## src/rtl/uart_transmitter.sv

```systemverilog
// UART transmitter: LSB-first serialiser with req/ack capture, one start and one stop bit.
// Define UART_TX_PARITY_EN to add an even parity bit after the MSB.
module uart_transmitter #(
    parameter int SYS_FREQ       = 50000000,
    parameter int BAUD_RATE      = 9600,
    parameter int CLOCK          = SYS_FREQ / BAUD_RATE,
    parameter int DATA_SIZE      = 8,
    parameter int BAUD_CNT_SIZE  = $clog2(CLOCK),
    parameter int BIT_COUNT_SIZE = $clog2(DATA_SIZE + 1)
) (
    input  logic                 clk,
    input  logic                 reset,
    input  logic [DATA_SIZE-1:0] din,
    input  logic                 send_req,
    output logic                 send_ack,
    output logic                 busy,
    output logic                 tx
);

    typedef enum logic [2:0] {
        IDLE   = 3'd0,
        START  = 3'd1,
        DATA   = 3'd2,
`ifdef UART_TX_PARITY_EN
        PARITY = 3'd3,
`endif
        STOP   = 3'd4
    } state_t;

    localparam logic [BAUD_CNT_SIZE-1:0]  BAUD_LAST = BAUD_CNT_SIZE'(CLOCK - 1);
    localparam logic [BAUD_CNT_SIZE-1:0]  BAUD_ONE  = BAUD_CNT_SIZE'(1);
    localparam logic [BAUD_CNT_SIZE-1:0]  BAUD_ZERO = {BAUD_CNT_SIZE{1'b0}};
    localparam logic [BIT_COUNT_SIZE-1:0] BIT_LAST  = BIT_COUNT_SIZE'(DATA_SIZE - 1);
    localparam logic [BIT_COUNT_SIZE-1:0] BIT_ONE   = BIT_COUNT_SIZE'(1);
    localparam logic [BIT_COUNT_SIZE-1:0] BIT_ZERO  = {BIT_COUNT_SIZE{1'b0}};

    state_t                    state_r, state_next;
    logic [BAUD_CNT_SIZE-1:0]  baud_cnt_r, baud_cnt_next;
    logic [BIT_COUNT_SIZE-1:0] bit_cnt_r, bit_cnt_next;
    logic [DATA_SIZE-1:0]      shift_r, shift_next;
    logic                      tx_r, tx_next;
    logic                      ack_r, ack_next;
    logic                      busy_r, busy_next;
    logic                      baud_end;
`ifdef UART_TX_PARITY_EN
    logic                      parity_r, parity_next;
`endif

    assign baud_end = (baud_cnt_r == BAUD_LAST);
    assign tx       = tx_r;
    assign send_ack = ack_r;
    assign busy     = busy_r;

    // State, counters and registered line outputs
    always_ff @(posedge clk or posedge reset) begin
        if (reset) begin
            state_r    <= IDLE;
            baud_cnt_r <= BAUD_ZERO;
            bit_cnt_r  <= BIT_ZERO;
            shift_r    <= {DATA_SIZE{1'b0}};
            tx_r       <= 1'b1;
            ack_r      <= 1'b0;
            busy_r     <= 1'b0;
`ifdef UART_TX_PARITY_EN
            parity_r   <= 1'b0;
`endif
        end else begin
            state_r    <= state_next;
            baud_cnt_r <= baud_cnt_next;
            bit_cnt_r  <= bit_cnt_next;
            shift_r    <= shift_next;
            tx_r       <= tx_next;
            ack_r      <= ack_next;
            busy_r     <= busy_next;
`ifdef UART_TX_PARITY_EN
            parity_r   <= parity_next;
`endif
        end
    end

    // Next-state logic; tx is precomputed so the line value changes on the same edge as the state
    always_comb begin
        state_next    = state_r;
        baud_cnt_next = baud_end ? BAUD_ZERO : (baud_cnt_r + BAUD_ONE);
        bit_cnt_next  = bit_cnt_r;
        shift_next    = shift_r;
        tx_next       = tx_r;
        ack_next      = 1'b0;
        busy_next     = busy_r;
`ifdef UART_TX_PARITY_EN
        parity_next   = parity_r;
`endif
        case (state_r)
            IDLE: begin
                baud_cnt_next = BAUD_ZERO;
                tx_next       = 1'b1;
                if (send_req) begin
                    shift_next  = din;
`ifdef UART_TX_PARITY_EN
                    parity_next = ^din;
`endif
                    ack_next    = 1'b1;
                    busy_next   = 1'b1;
                    tx_next     = 1'b0;
                    state_next  = START;
                end else begin
                    busy_next   = 1'b0;
                end
            end
            START: begin
                if (baud_end) begin
                    state_next   = DATA;
                    bit_cnt_next = BIT_ZERO;
                    tx_next      = shift_r[0];
                end else begin
                    tx_next      = 1'b0;
                end
            end
            DATA: begin
                if (baud_end) begin
                    shift_next = shift_r >> 1'b1;
                    if (bit_cnt_r == BIT_LAST) begin
`ifdef UART_TX_PARITY_EN
                        state_next = PARITY;
                        tx_next    = parity_r;
`else
                        state_next = STOP;
                        tx_next    = 1'b1;
`endif
                    end else begin
                        bit_cnt_next = bit_cnt_r + BIT_ONE;
                        tx_next      = shift_next[0];
                    end
                end else begin
                    tx_next = shift_r[0];
                end
            end
`ifdef UART_TX_PARITY_EN
            PARITY: begin
                if (baud_end) begin
                    state_next = STOP;
                    tx_next    = 1'b1;
                end else begin
                    tx_next    = parity_r;
                end
            end
`endif
            STOP: begin
                tx_next = 1'b1;
                if (baud_end) begin
                    state_next = IDLE;
                    busy_next  = 1'b0;
                end else begin
                    busy_next  = 1'b1;
                end
            end
            default: begin
                state_next    = IDLE;
                baud_cnt_next = BAUD_ZERO;
                tx_next       = 1'b1;
                busy_next     = 1'b0;
            end
        endcase
    end

endmodule

```

## config.mk

```make
export PLATFORM = sky130hd
export DESIGN_NAME = uart_transmitter
export DESIGN_NICKNAME = d
export VERILOG_FILES = /design/src/rtl/uart_transmitter.sv
export SDC_FILE = /design/constraint.sdc
export NUM_CORES = 1
export LEC_CHECK = 0
export ABC_AREA = 1
export CAP_MARGIN = 20
export CORE_AREA = 5 5 86 48
export CTS_CLUSTER_SIZE = 8
export DETAILED_ROUTE_END_ITERATION = 8
export DIE_AREA = 0 0 91 53
export PLACE_DENSITY = 0.84
export SETUP_SLACK_MARGIN = 0.2
export SLEW_MARGIN = 20
export SYNTH_ARGS = -nofsm -noshare
export SYNTH_HDL_FRONTEND = slang
export SYNTH_SLANG_ARGS = --single-unit
```

## constraint.sdc

```tcl
create_clock -name clk -period 3.8 [get_ports clk]
set_input_delay 0.76 -clock clk [delete_from_list [all_inputs] [get_ports clk]]
set_output_delay 0.76 -clock clk [all_outputs]
set_load 0.02 [all_outputs]
```

### After elaboration in Yosys (flattened, before gate mapping)

Cells that the tools add are included.

| word-level totals | value |
|---|---|
| register bits | 31 |
| latch bits | 0 |
| memory bits (writable) | 0 |
| ROM bits | 0 |
| output and inout bits | 3 |
| memories | 0 |

| operators by class | value |
|---|---|
| $add $sub $neg | 2 |
| $mul | 0 |
| divide/modulo/power cells | 0 |
| magnitude comparators | 0 |
| eq/ne operators | 11 |
| shift operators | 0 |
| mux-type cells | 24 |
| bitwise logic cells | 0 |
| reduce and logical (&&, ||, !) cells | 8 |

Operator list:

| kind | number |
|---|---|
| 13-bit 2-to-1 mux | 2 |
| 8-bit 2-to-1 mux | 2 |
| 8-bit one-hot mux with 2 select lines | 1 |
| 3-bit 2-to-1 mux | 5 |
| 13-bit by 1-bit adder with 13-bit output (second input constant) | 1 |
| 13-bit == test (second input constant) | 1 |
| 4-bit 2-to-1 mux | 3 |
| 2-bit != test (second input constant) | 6 |
| 3-bit one-hot mux with 4 select lines | 1 |
| 4-bit one-hot mux with 2 select lines | 1 |
| 1-bit 2-to-1 mux | 7 |
| 1-bit one-hot mux with 3 select lines | 2 |
| 5-bit AND reduction | 1 |
| 4-bit by 1-bit adder with 4-bit output (second input constant) | 1 |
| 4-bit by 3-bit == test with 1-bit output (second input constant) | 1 |
| 4-bit AND reduction | 1 |
| 2-bit nonzero test | 2 |
| 3-bit by 1-bit == test with 1-bit output (second input constant) | 1 |
| 3-bit by 2-bit == test with 1-bit output (second input constant) | 1 |
| 3-bit == test (second input constant) | 1 |
| 3-bit logical NOT | 1 |
| 3-bit AND reduction | 1 |
| 3-bit OR reduction | 1 |
| 2-bit OR reduction | 1 |

### Longest topological paths before layout

| depth | value |
|---|---|
| depth in word-level cells | 4 |
| gate-level depth with buffers | 10 |

### Least setup slack after synthesis

No wires, ideal clock.

| path | value |
|---|---|
| kind | input to register |
| start point | in send_req |
| end point | reg shift_r[0] |
| library setup time | 123 ps |
| arrival | 1243 ps |
| required time | 3677 ps |
| path slack | 2434 ps |
| stages | 7 |
| path buffers | 0 |
| path through | inv_1 > nand2_1 > nand2_1 > inv_2 > nand2_4 > nand2_1 > o21ai_2 |

| between the ends | value |
|---|---|
| cells in the longest elaborated chain, start to end | 2 |

RTL lines:

| item | RTL line | text |
|---|---|---|
| start, declared | 14 | `input logic send_req,` |
| 2-bit != test (no source line) | -- |  |
| 3-bit AND reduction (no source line) | -- |  |
| end signal, assigned | 60 | `shift_r <= {DATA_SIZE{1'b0}};` |
| end signal, assigned | 71 | `shift_r <= shift_next;` |
| end, declared | 40 | `logic [DATA_SIZE-1:0] shift_r, shift_next;` |

No other way between the ends.
A chain may end at the register's enable or synchronous reset.

### Worst setup path after layout

| path | value |
|---|---|
| start point | reg tx_r (netlist: tx) |
| end point | out tx |

RTL lines:

| item | RTL line | text |
|---|---|---|
| start, declared | 41 | `logic tx_r, tx_next;` |
| start signal, assigned | 72 | `tx_r <= tx_next;` |
| end, declared | 17 | `output logic tx` |

No word-level cell between the ends.

==> impl_metrics.env <==
export IMPL_maxCapViolations=0
export IMPL_synth_flop_cell="dfrtp_1"
export IMPL_wl_met2_um=1420
export IMPL_fin_setup_tns_ns=0
export IMPL_grt_pass1_wl_um=6080
export IMPL_diodes=0
export IMPL_grt_pass1_vias=1297
export IMPL_finalSetupViolations=0
export IMPL_tightest_slew_ns=0.507
export IMPL_cts_max_level=2
export IMPL_path_clk_slew_ns=0.06
export IMPL_place_hpwl_um=2860
export IMPL_cts_buffer_depth=2
export IMPL_ys_seq_elements=31
export IMPL_critPathKind="reg -> out"
export IMPL_finalCritPeriodShare=0.565
export IMPL_synth_distinct_cells=26
export IMPL_grt_max_degree=32
export IMPL_avgSynthCellArea_um2=7.49
export IMPL_outcome="completed"
export IMPL_hold_viol_final=0
export IMPL_via_per_inst=5.00
export IMPL_crit_path_max_fanout=1
export IMPL_synthMostInstantiatedCell="nand2_1"
export IMPL_grt_setup_unrepaired="false"
export IMPL_area_growth_pct=14.3
export IMPL_ant_nets=0
export IMPL_cp_data_required_time_ns=3.04
export IMPL_synth_seq_area_share=0.445
export IMPL_arrival_ns=1.39
export IMPL_synth_area_um2=1750
export IMPL_cts_tree="yes"
export IMPL_multi_input_area_um2=832
export IMPL_rows=15
export IMPL_die_h_um=53
export IMPL_io_pins=14
export IMPL_die_x_um=91
export IMPL_drc=0
export IMPL_post_drt_wl_per_cell_um=12.5
export IMPL_cts_made_buffers=5
export IMPL_via_count=1474
export IMPL_fmax_mhz=466
export IMPL_slew_viol_final=0
export IMPL_cts_repair_resized=0
export IMPL_wl_met3_um=308
export IMPL_min_period_ns=2.15
export IMPL_clkSinkCount=31
export IMPL_synth_largest_area_cell="dfrtp_1"
export IMPL_groute_usage_overall=0.167
export IMPL_cts_root_buf="clkbuf_8"
export IMPL_async_flop_share=1.00
export IMPL_firstDrtPassIters=6
export IMPL_start_util=0.531
export IMPL_syn_nets=246
export IMPL_synth_top_cells_by_count="nand2_1, dfrtp_1, nor2_1"
export IMPL_final_layout_size_suffix_gt1_frac=0.111
export IMPL_io_buffers=13
export IMPL_hold_buffers=0
export IMPL_drt_initial_drc_count=166
export IMPL_clk_latency_ns=0.28
export IMPL_place_gp_congestion=0.955
export IMPL_ir_worst_vdd_uv=295
export IMPL_synth_cells=233
export IMPL_stdcell_count=295
export IMPL_n_fill_cell=306
export IMPL_hold_path_class="reg -> reg"
export IMPL_overflow=0
export IMPL_regArea_um2=777
export IMPL_synth_area_leaders="dfrtp_1, nand2_1, nand3_1, nor2_1, inv_1"
export IMPL_cp_cell_sequence="clkdlybuf4s50_1"
export IMPL_ys_warn_count=0
export IMPL_path_buf_inv=1
export IMPL_powerDensity_nw_per_um2=439
export IMPL_wl_met1_um=1910
export IMPL_post_cts_setup_buffers=0
export IMPL_dieArea_um2=4820
export IMPL_synth_top_area_frac=0.430
export IMPL_nets=265
export IMPL_top_layer="met4"
export IMPL_worst_setup_path_end_kind="output port"
export IMPL_leakagePower_nw=1.01
export IMPL_core_um2=3280
export IMPL_start_kind="flop"
export IMPL_wl_um=3690
export IMPL_synth_edf_count=0
export IMPL_relSlewSlack=0.661
export IMPL_placed_cells=287
export IMPL_fin_skew_ns=0.00830
export IMPL_crit_family="buffers and inverters"
export IMPL_slowest_stage="clkdlybuf4s50_1"
export IMPL_max_stage_delay_ns=0.59
export IMPL_antenna_found_initial=0
-- registers in the layout, indices dropped and copies added (netlist names) --
name,count
baud_cnt_r,13
shift_r,8
bit_cnt_r,4
state_r,3
busy,1
send_ack,1
tx,1
-- power by group --
| part | leakage (nW) | switching (mW) | total, mW | internal (mW) |
|---|---|---|---|---|
| Sequential | 0.403 | 0.0499 | 0.440 | 0.390 |
| Combinational | 0.562 | 0.115 | 0.192 | 0.0766 |
| Clock | 0.0422 | 0.117 | 0.245 | 0.128 |
| Total | 1.01 | 0.281 | 0.876 | 0.595 |
-- kinds of logic (layout without fill, tap and decap cells) --
kind of cell	count (synthesis)	after routing	share of synthesized area
and+or+nand+nor	158	158	0.418
DFF	31	31	0.445
buffers and inverters	31	51	0.0781
AOI/OAI and AO/OA	6	6	0.0194
xor gates and xnor gates	5	5	0.0251
adders and majority gates	2	2	0.0143
-- layout make-up --
cell class                      count  share of cell area
Multi-Input combinational cell    171               0.417
Tap cell                           42              0.0263
Inverter                           29              0.0571
Timing Repair Buffer               14              0.0690
Clock inverter                      1             0.00251
Sequential cell                    31               0.390
Clock buffer                        7              0.0383
-- worst paths after layout --
kind	startpoint	to	slack, ns	depth (start not counted)
min in group asynchronous	reset	baud_cnt_r[2]	0.85	3
worst min register to register	shift_r[5]	shift_r[5]	0.47	2
worst min-delay path	shift_r[5]	shift_r[5]	0.47	2
max in group asynchronous	reset	tx	2.63	3
worst max-delay path	tx	tx	1.65	1
worst max register to register	state_r[0]	baud_cnt_r[10]	2.09	6
-- per-layer routing --
layer / vias up / GRT usage
li1: 762 / -
met1: 649 / 0.252
met2: 54 / 0.215
met3: 9 / 0.0497
met4: 0 / 0.0659
met5: - / 0
-- cell usage in the layout, fill, tap and decap left out, types with 2 or more instances in the layout --
cell type | synthesis | layout
nand2_1 | 78 | 78
clkbuf_8 | 0 | 5
inv_2 | 2 | 2
nand3_1 | 26 | 26
nand2_2 | 4 | 4
o21ai_1 | 2 | 2
nand4_1 | 4 | 4
clkbuf_1 | 0 | 2
ha_1 | 2 | 2
inv_1 | 26 | 26
dfrtp_1 | 30 | 30
nor2_1 | 28 | 28
o21ai_0 | 3 | 3
nor3_1 | 4 | 4
clkdlybuf4s50_1 | 0 | 13
nor2_2 | 2 | 2
or2_2 | 2 | 2
nand2_4 | 3 | 3
nor2_4 | 2 | 2
xor2_1 | 5 | 5
-- per-stage QoR --
| step | setup slack, ns | util | hold slack [ns] | cell area, um^2 | power [mW] |
|---|---|---|---|---|---|
| final | 1.65 | 0.607 | 0.474 | 1990 | 0.876 |
| after global routing | 1.62 | 0.607 | 0.499 | 1990 | 0.941 |
| after CTS | 1.64 | 0.607 | 0.475 | 1990 | 0.884 |
| after detailed placement | 1.84 | 0.582 | 0.459 | 1910 | 0.636 |
| after global placement | 1.89 | 0.582 | 0.454 | 1910 | 0.627 |
| after floorplan | 2.38 | - | 0.442 | 1750 | 0.574 |
No activity file was read; power rests on OpenSTA's default activity.
